### config.mk
export PLATFORM = sky130hd
export DESIGN_NAME = lsu_mem_ctrl
export DESIGN_NICKNAME = d
export VERILOG_FILES = /design/src/rtl/lsu_mem_ctrl.sv
export SDC_FILE = /design/constraint.sdc
export NUM_CORES = 1
export LEC_CHECK = 0
export ABC_AREA = 1
export CORE_MARGIN = 2
export CORE_UTILIZATION = 46
export DETAILED_ROUTE_END_ITERATION = 10
export GPL_ROUTABILITY_DRIVEN = 0
export HOLD_SLACK_MARGIN = 0.02
export PLACE_DENSITY = 0.81
export SLEW_MARGIN = 20
export SYNTH_ARGS = -nofsm -noshare
export SYNTH_HDL_FRONTEND = slang
export SYNTH_SLANG_ARGS = --single-unit
### constraint.sdc
create_clock -name clk -period 3.1 [get_ports clk]
set_input_delay 0.465 -clock clk [delete_from_list [all_inputs] [get_ports clk]]
set_output_delay 0.465 -clock clk [all_outputs]
set_load 0.005 [all_outputs]
### src/rtl/lsu_mem_ctrl.sv
// Load/store sequencer: stalls the PC, runs one request/ack data-bus transaction,
// formats byte-enables, store lanes and load data by access size.
module lsu_mem_ctrl #(
   parameter int TIMEOUT = 16
) (
   input  logic        clk,
   input  logic        rst_n,
   input  logic        mem_req,
   input  logic        mem_we,
   input  logic [2:0]  mem_size,
   input  logic [31:0] mem_addr,
   input  logic [31:0] mem_wdata,
   input  logic        enpc_in,
   output logic        enpc_out,
   output logic        stall,
   output logic [31:0] rd_data,
   output logic        rd_valid,
   output logic        fault,
   output logic        bus_req,
   output logic        bus_we,
   output logic [3:0]  bus_be,
   output logic [31:0] bus_addr,
   output logic [31:0] bus_wdata,
   input  logic        bus_ack,
   input  logic [31:0] bus_rdata
);

   localparam int CW = (TIMEOUT > 2) ? $clog2(TIMEOUT) : 1;

   typedef enum logic [1:0] {IDLE, REQ, DONE} state_t;

   state_t        state;
   logic          we_q;
   logic [2:0]    size_q;
   logic [1:0]    off_q;
   logic [CW-1:0] cnt;

   logic          illegal;
   logic [3:0]    be_new;
   logic [31:0]   wdata_new;
   logic [7:0]    bsel;
   logic [15:0]   hsel;
   logic [31:0]   ld_fmt;

   always_comb begin
      stall    = (state == IDLE && mem_req) || (state == REQ);
      enpc_out = enpc_in & ~stall;
   end

   // size[2] marks the unsigned load variants, which have no store form
   always_comb begin
      illegal = 1'b0;
      case (mem_size)
         3'd0, 3'd4: illegal = mem_we && mem_size[2];
         3'd1, 3'd5: illegal = mem_addr[0] || (mem_we && mem_size[2]);
         3'd2:       illegal = (mem_addr[1:0] != 2'b00);
         default:    illegal = 1'b1;
      endcase
   end

   always_comb begin
      be_new    = 4'b1111;
      wdata_new = mem_wdata;
      case (mem_size[1:0])
         2'd0: begin
            be_new    = 4'b0001 << mem_addr[1:0];
            wdata_new = {4{mem_wdata[7:0]}};
         end
         2'd1: begin
            be_new    = mem_addr[1] ? 4'b1100 : 4'b0011;
            wdata_new = {2{mem_wdata[15:0]}};
         end
         default: ;
      endcase
   end

   always_comb begin
      bsel   = bus_rdata[{off_q, 3'b000} +: 8];
      hsel   = off_q[1] ? bus_rdata[31:16] : bus_rdata[15:0];
      ld_fmt = bus_rdata;
      case (size_q)
         3'd0:    ld_fmt = {{24{bsel[7]}}, bsel};
         3'd1:    ld_fmt = {{16{hsel[15]}}, hsel};
         3'd4:    ld_fmt = {24'b0, bsel};
         3'd5:    ld_fmt = {16'b0, hsel};
         default: ld_fmt = bus_rdata;
      endcase
   end

   always_ff @(posedge clk) begin
      if (!rst_n) begin
         state     <= IDLE;
         we_q      <= 1'b0;
         size_q    <= 3'd0;
         off_q     <= 2'd0;
         cnt       <= '0;
         bus_req   <= 1'b0;
         bus_we    <= 1'b0;
         bus_be    <= 4'b0;
         bus_addr  <= 32'b0;
         bus_wdata <= 32'b0;
         rd_data   <= 32'b0;
         rd_valid  <= 1'b0;
         fault     <= 1'b0;
      end else begin
         case (state)
            IDLE: begin
               rd_valid <= 1'b0;
               fault    <= 1'b0;
               if (mem_req) begin
                  we_q   <= mem_we;
                  size_q <= mem_size;
                  off_q  <= mem_addr[1:0];
                  if (illegal) begin
                     state   <= DONE;
                     fault   <= 1'b1;
                     rd_data <= 32'b0;
                  end else begin
                     state     <= REQ;
                     cnt       <= '0;
                     bus_req   <= 1'b1;
                     bus_we    <= mem_we;
                     bus_be    <= be_new;
                     bus_addr  <= {mem_addr[31:2], 2'b00};
                     bus_wdata <= wdata_new;
                  end
               end
            end
            REQ: begin
               if (bus_ack) begin
                  state    <= DONE;
                  bus_req  <= 1'b0;
                  bus_we   <= 1'b0;
                  rd_data  <= ld_fmt;
                  rd_valid <= ~we_q;
               end else if (cnt == CW'(TIMEOUT - 1)) begin
                  state   <= DONE;
                  bus_req <= 1'b0;
                  bus_we  <= 1'b0;
                  fault   <= 1'b1;
                  rd_data <= 32'b0;
               end else begin
                  cnt <= cnt + CW'(1);
               end
            end
            DONE: begin
               state    <= IDLE;
               rd_valid <= 1'b0;
               fault    <= 1'b0;
            end
            default: state <= IDLE;
         endcase
      end
   end

endmodule

Word-level counts from Yosys, hierarchy flattened
Cells that the tools add are included.
W data, S select, Z words.
{ "totals": {"regBits": 114, "latch_bits": 0, "mem_bits_rw": 0, "romBits": 0, "input_bits": 105, "out_inout_bits": 106, "elab_cells": 98, "memories": 0} }
{ "classes": {"addsub": 1, "mul": 0, "div": 0, "n_lt_le_gt_ge": 0, "n_eq_ne": 19, "shifts": 2, "muxes": 36, "bitwise": 4, "reduce_logical": 23} }
{ "op_table": {"columns": ["operator", "n"], "rows": [
  ["$mux W32", 4],
  ["$pmux W32 S2", 2],
  ["$pmux W32 S4", 1],
  ["$shiftx A32 B6 Y8", 1],
  ["$mux W4", 5],
  ["$mux W16", 1],
  ["$pmux W4 S2", 2],
  ["$eq A3 B3 Y1 const B", 4],
  ["$ne A2 B2 Y1 const B", 6],
  ["$mux W1", 11],
  ["$mux W2", 4],
  ["$reduce_and A4 Y1", 2],
  ["$eq A3 B1 Y1 const B", 2],
  ["$logic_not A3 Y1", 2],
  ["$pmux W1 S2", 3],
  ["$pmux W1 S3", 2],
  ["$reduce_and A2 Y1", 3],
  ["$reduce_and A3 Y1", 2],
  ["$reduce_bool A2 Y1", 3],
  ["$reduce_or A2 Y1", 3],
  ["$reduce_and A5 Y1", 1],
  ["$add A4 B1 Y4 const B", 1],
  ["$eq A2 B1 Y1 const B", 2],
  ["$eq A4 B4 Y1 const B", 1],
  ["12 further kinds", 17]
]} }

Depth between registers and ports, before layout
{ "logic_depth": {"depth_word": 6, "ltp_mapped": 12, "mapped_depth_nobuf": 10} }

Worst setup path after synthesis
Ideal clock, no wire load.
{ "synth_timing": {"kind": "register to output", "from": "reg state[0]", "to": "out enpc_out", "t_arrival_ps": 1307, "t_required_ps": 2635, "slack_ps": 1328, "stages_incl_launch_ff": 8, "path_buffers": 2, "path_cell_list": "dfxtp_1 -> inv_1 -> ha_1 -> buf_2 -> nand2_1 -> clkbuf_1 -> nand2_1 -> nor2_1"} }
{ "synth_between": {"elab_chain_cells": 5, "word_cells_on_any_way": 6, "cone_classes": "eq/ne (1); bitwise (2); reduce/logical (3)"} }
{ "synth_lines": {"columns": ["element", "line_no", "source"], "rows": [
  ["start: declaration", "32", "state_t state;"],
  ["start signal: assignment", "92", "state <= IDLE;"],
  ["start signal: assignment", "115", "state <= DONE;"],
  ["start signal: assignment", "119", "state <= REQ;"],
  ["$logic_not A2 Y1", "46", "stall = (state == IDLE && mem_req) || (state == REQ);"],
  ["$logic_and A1 B1 Y1", "46", null],
  ["$logic_or A1 B1 Y1 *", "46", null],
  ["net stall", "15", "output logic stall,"],
  ["$not A1 Y1 *", "47", "enpc_out = enpc_in & ~stall;"],
  ["$and A1 B1 Y1 *", "47", null],
  ["end: declaration", "14", "output logic enpc_out,"]
]} }
Mark *: on every way through the listed nets, which the timed path passes. The rest lies on a longest branch.

Worst setup path in the final report
{ "layout_timing": {"from": "reg state[1]", "to": "out enpc_out"} }
{ "layout_between": {"elab_chain_cells": 5, "word_cells_on_any_way": 6, "cone_classes": "eq/ne (1); bitwise (2); reduce/logical (3)"} }
{ "layout_lines": {"columns": ["element", "line_no"], "rows": [
  ["$logic_not A2 Y1", "46"],
  ["$logic_and A1 B1 Y1", "46"],
  ["$logic_or A1 B1 Y1 *", "46"],
  ["$not A1 Y1 *", "47"],
  ["$and A1 B1 Y1 *", "47"]
]} }
Every way passes the cells marked *; elsewhere a longest branch is shown, timed or not.

==> metrics.md <==
| Metric | Value |
|---|---|
| Leakage | 0.003662 uW |
| Initial antenna violation count | 0 |
| Largest net degree at the start of global routing | 68 |
| # DRC | 0 |
| Post-CTS setup buffers | 0 |
| Cells after Synth | ~840 |
| Arr. time, crit path | roughly 2.2 ns |
| Final WS setup | about 0.40 ns |
| Antenna viol nets, final | 0 |
| Post-cts sizing count | 0 |
| Net Switching | around 1500 uW |
| Synth async-reset ratio | 0 |
| Buffers on Ports | between 200 and 250 |
| Worst hold start | bus_wdata[18] |
| Seq/Total Area, Yosys | 0.4052 |
| CP max stage cell | clkdlybuf4s50_1 |
| CTS tree | built |
| CP endpoint kind | output port |
| Post-DP Area | slightly below 8000 sq um |
| Via density | ~5.1 |
| Worst r2r dst | rd_data[1] |
| Area fraction of the dominant cell type after synthesis | 0.4052 |
| CTS Buf Count | 17 |
| CP Launch Point | state[1] |
| RSZ-0062 raised after global routing | false |
| Post-synth EDFFs | 0 |
| Setup Slack @ Placement | around 0.63 ns |
| Status | completed |
| Critical Path Most Common Cell | nand2_1 |
| Final instance area | approximately 8300 sq um |
| Worst Tran Pin Value | 0.9080 ns |
| Dominant synthesized flop cell | dfxtp_1 |
| Sequential cell area | about 2300 sq um |
| Via count | roughly 6100 |
| Final Cycle Share | 0.8705 |
| Peak Freq | approximately 370 MHz |
| CTS Hold Buffers Added | 0 |
| Worst Hold Path EP | bus_wdata[18] |
| Row count | 40 |
| Most frequent cells after synthesis | nand2_1, nor2_1, dfxtp_1 |
| I/O Pins | between 200 and 250 |
| Initial DRT Pass Iterations | 4 |
| Syn-to-layout area delta | 47.67% |
| FF-to-FF path depth | 10 |
| VDD IR max | 0.4044 mV |
| Number of global-route vias before repair | 5715 |
| Flops & latches, synth | roughly 110 |
| TNS Setup | 0 ns |
| Max Slew Vio Count | 0 |
| WS Path Type | reg -> out |
| Starting Density | 0.4709 |
| Reg2reg start | state[1] |
| Reg power frac | 0.345 |
| Tightest Hold Check Type | reg -> reg |
| CP startpoint kind | flop |
| Tot GR Track Use | 0.2667 |
| Final Hold Viols | 0 |
| Most frequent cell after synthesis | nand2_1 |
| Clock buffer depth | 2 |
| Synth cell types | 36 |
| Final-stage net count | roughly 1100 |
| Final Util | 0.6954 |
| Total grt overflow | 0 |
| Die span in x | between 100 and 150 microns |
| Total core area | around 12000 sq um |
| Worst hold stages | 2 |
| Net Sw Frac | 0.2869 |
| Combinational power share | 0.248 |
| R2R Setup Slk | 1.02 ns |
| Cell Pwr Density | about 610 nW/um^2 |
| Routed WL | 17.58 mm |
| Initial DRC Count | between 400 and 500 |
| Slew margin rel. | 0.3924 |
| DP Wirelength | approximately 12 mm |
| Skew final | 0.006378 ns |
| Max FO, Critical Path | 12 |
| H-tree depth | 4 |
| Crit-path cells | inv_1 > ha_1 > nand2_1 > nand2_1 > nor2_1 > clkdlybuf4s50_1 |
| Min cycle time layout | roughly 2.7 ns |
| Filler cells | between 1000 and 1500 |
| CP max stage delay | about 0.50 ns |
| Internal power | between 3000 and 4000 uW |
| Cell taking the most area after synthesis | dfxtp_1 |
| Worst-path clk slew | 0.06 ns |
| First-pass GRT wire length | roughly 28 mm |
| Synthesized area | roughly 5600 sq um |
| Max-cap violations | 0 |
| Root Buffer | clkbuf_16 |
| YS warnings | 0 |
| Multi-input gate area | between 2000 and 3000 sq um |
| Synth area leaders | dfxtp_1, nand2_1, nor2_1, o21ai_0, inv_1 |
| Die H | approximately 110 microns |
| Clock power frac | 0.407 |
| Layout cells sized above 1 | 0.06603 |
| Skew-Pair Late Insertion Delay | 0.42 ns |
| Die area | approximately 13000 sq um |
| Avg Inst Size Synth | roughly 6.7 sq um |
| WP data required | roughly 2.6 ns |
| Wire length per cell | 14.75 microns |
| Final setup viols | 0 |
| N_diodes | 0 |
| Clk sink count | 114 |
[power groups by stage]
| stage | Sequential, uW | Clock (uW) | Combinational (uW) |
|---|---|---|---|
| final | 1750 | 2070 | 1260 |
| after global routing | 1770 | 2160 | 1400 |
| after CTS | 1750 | 2080 | 1260 |
| after detailed placement | 1770 | 0 | 1250 |
| after global placement | 1770 | 0 | 1230 |
| after floorplan | 1770 | 0 | 655 |
[sequential cells by signal, indices dropped and copies added (netlist names), 2 cells and up]
| signal | cells |
|---|---|
| state | 2 |
| size_q | 3 |
| bus_addr | 30 |
| rd_data | 32 |
| bus_be | 4 |
| cnt | 4 |
| off_q | 2 |
| bus_wdata | 32 |
[worst max-delay path by stage]
stage	cells past startpoint	endpoint
CTS	6	enpc_out
detailed placement	10	bus_addr[19]
floorplan	7	enpc_out
global placement	5	enpc_out
finish	6	enpc_out
global route	6	enpc_out
[through the flow]
stage                     std cells  total power, uW  hold WS (ns)
after floorplan                 845             2429        0.4175
after global placement         1160             3006        0.4336
after detailed placement       1160             3022        0.4421
after CTS                      1192             5092        0.4517
after global routing           1192             5330        0.4694
final                          1192             5074        0.4492
[final cells by class]
class / count / area share
clock buffer: 18 / 0.05280
inverter: 90 / 0.04091
sequential: 114 / 0.2744
multi-input combinational: 590 / 0.3263
timing repair buffer: 219 / 0.2611
clock inverter: 14 / 0.02241
tap: 147 / 0.02211
[worst max-delay path: cells and delay by family (launching register included)]
family,cells,cell delay [ns]
fa+ha+maj,1,0.30
flops,1,0.39
buf+inv,2,0.59
simple gates,3,0.53
[logic make-up (layout without fill, tap and decap cells)]
group           Yosys count  count (layout)  share of synthesized area
simple gates            397             397                     0.2814
fa+ha+maj                 5               5                    0.01111
mux                       8               8                    0.01422
other cells               1               2                  0.0006657
xor+xnor                  2               2                   0.003110
buf+inv                 141             341                     0.1137
compound gates          176             176                     0.1706
flops                   114             114                     0.4052
[routing by layer]
| layer | vias up | share of wire | global-route usage |
|---|---|---|---|
| met5 | - | 0 | 0 |
| met4 | 0 | 0.024 | 0.1106 |
| met3 | 34 | 0.10 | 0.1085 |
| met2 | 265 | 0.47 | 0.4485 |
| met1 | 2745 | 0.40 | 0.2989 |
| li1 | 3033 | - | - |
[cell usage in the layout, fill, tap and decap left out, types with 2 or more instances in the layout]
cell and n:
nand3_2 3, o21ai_0 79, nand2_1 184, clkinv_4 2
inv_2 4, a31oi_1 2, nor2_1 175, clkdlybuf4s50_1 207
inv_1 85, or2_2 3, nand3_1 23, mux2i_1 8
o211ai_1 13, clkinvlp_4 2, clkinv_2 5, o21ai_1 12
nand4_1 2, a21oi_1 59, a21oi_2 8, dfxtp_1 114
conb_1 2, nand2_2 2, bufinv_16 4, ha_1 5
buf_4 10, clkbuf_16 17
(Power assumes the default switching activity.)
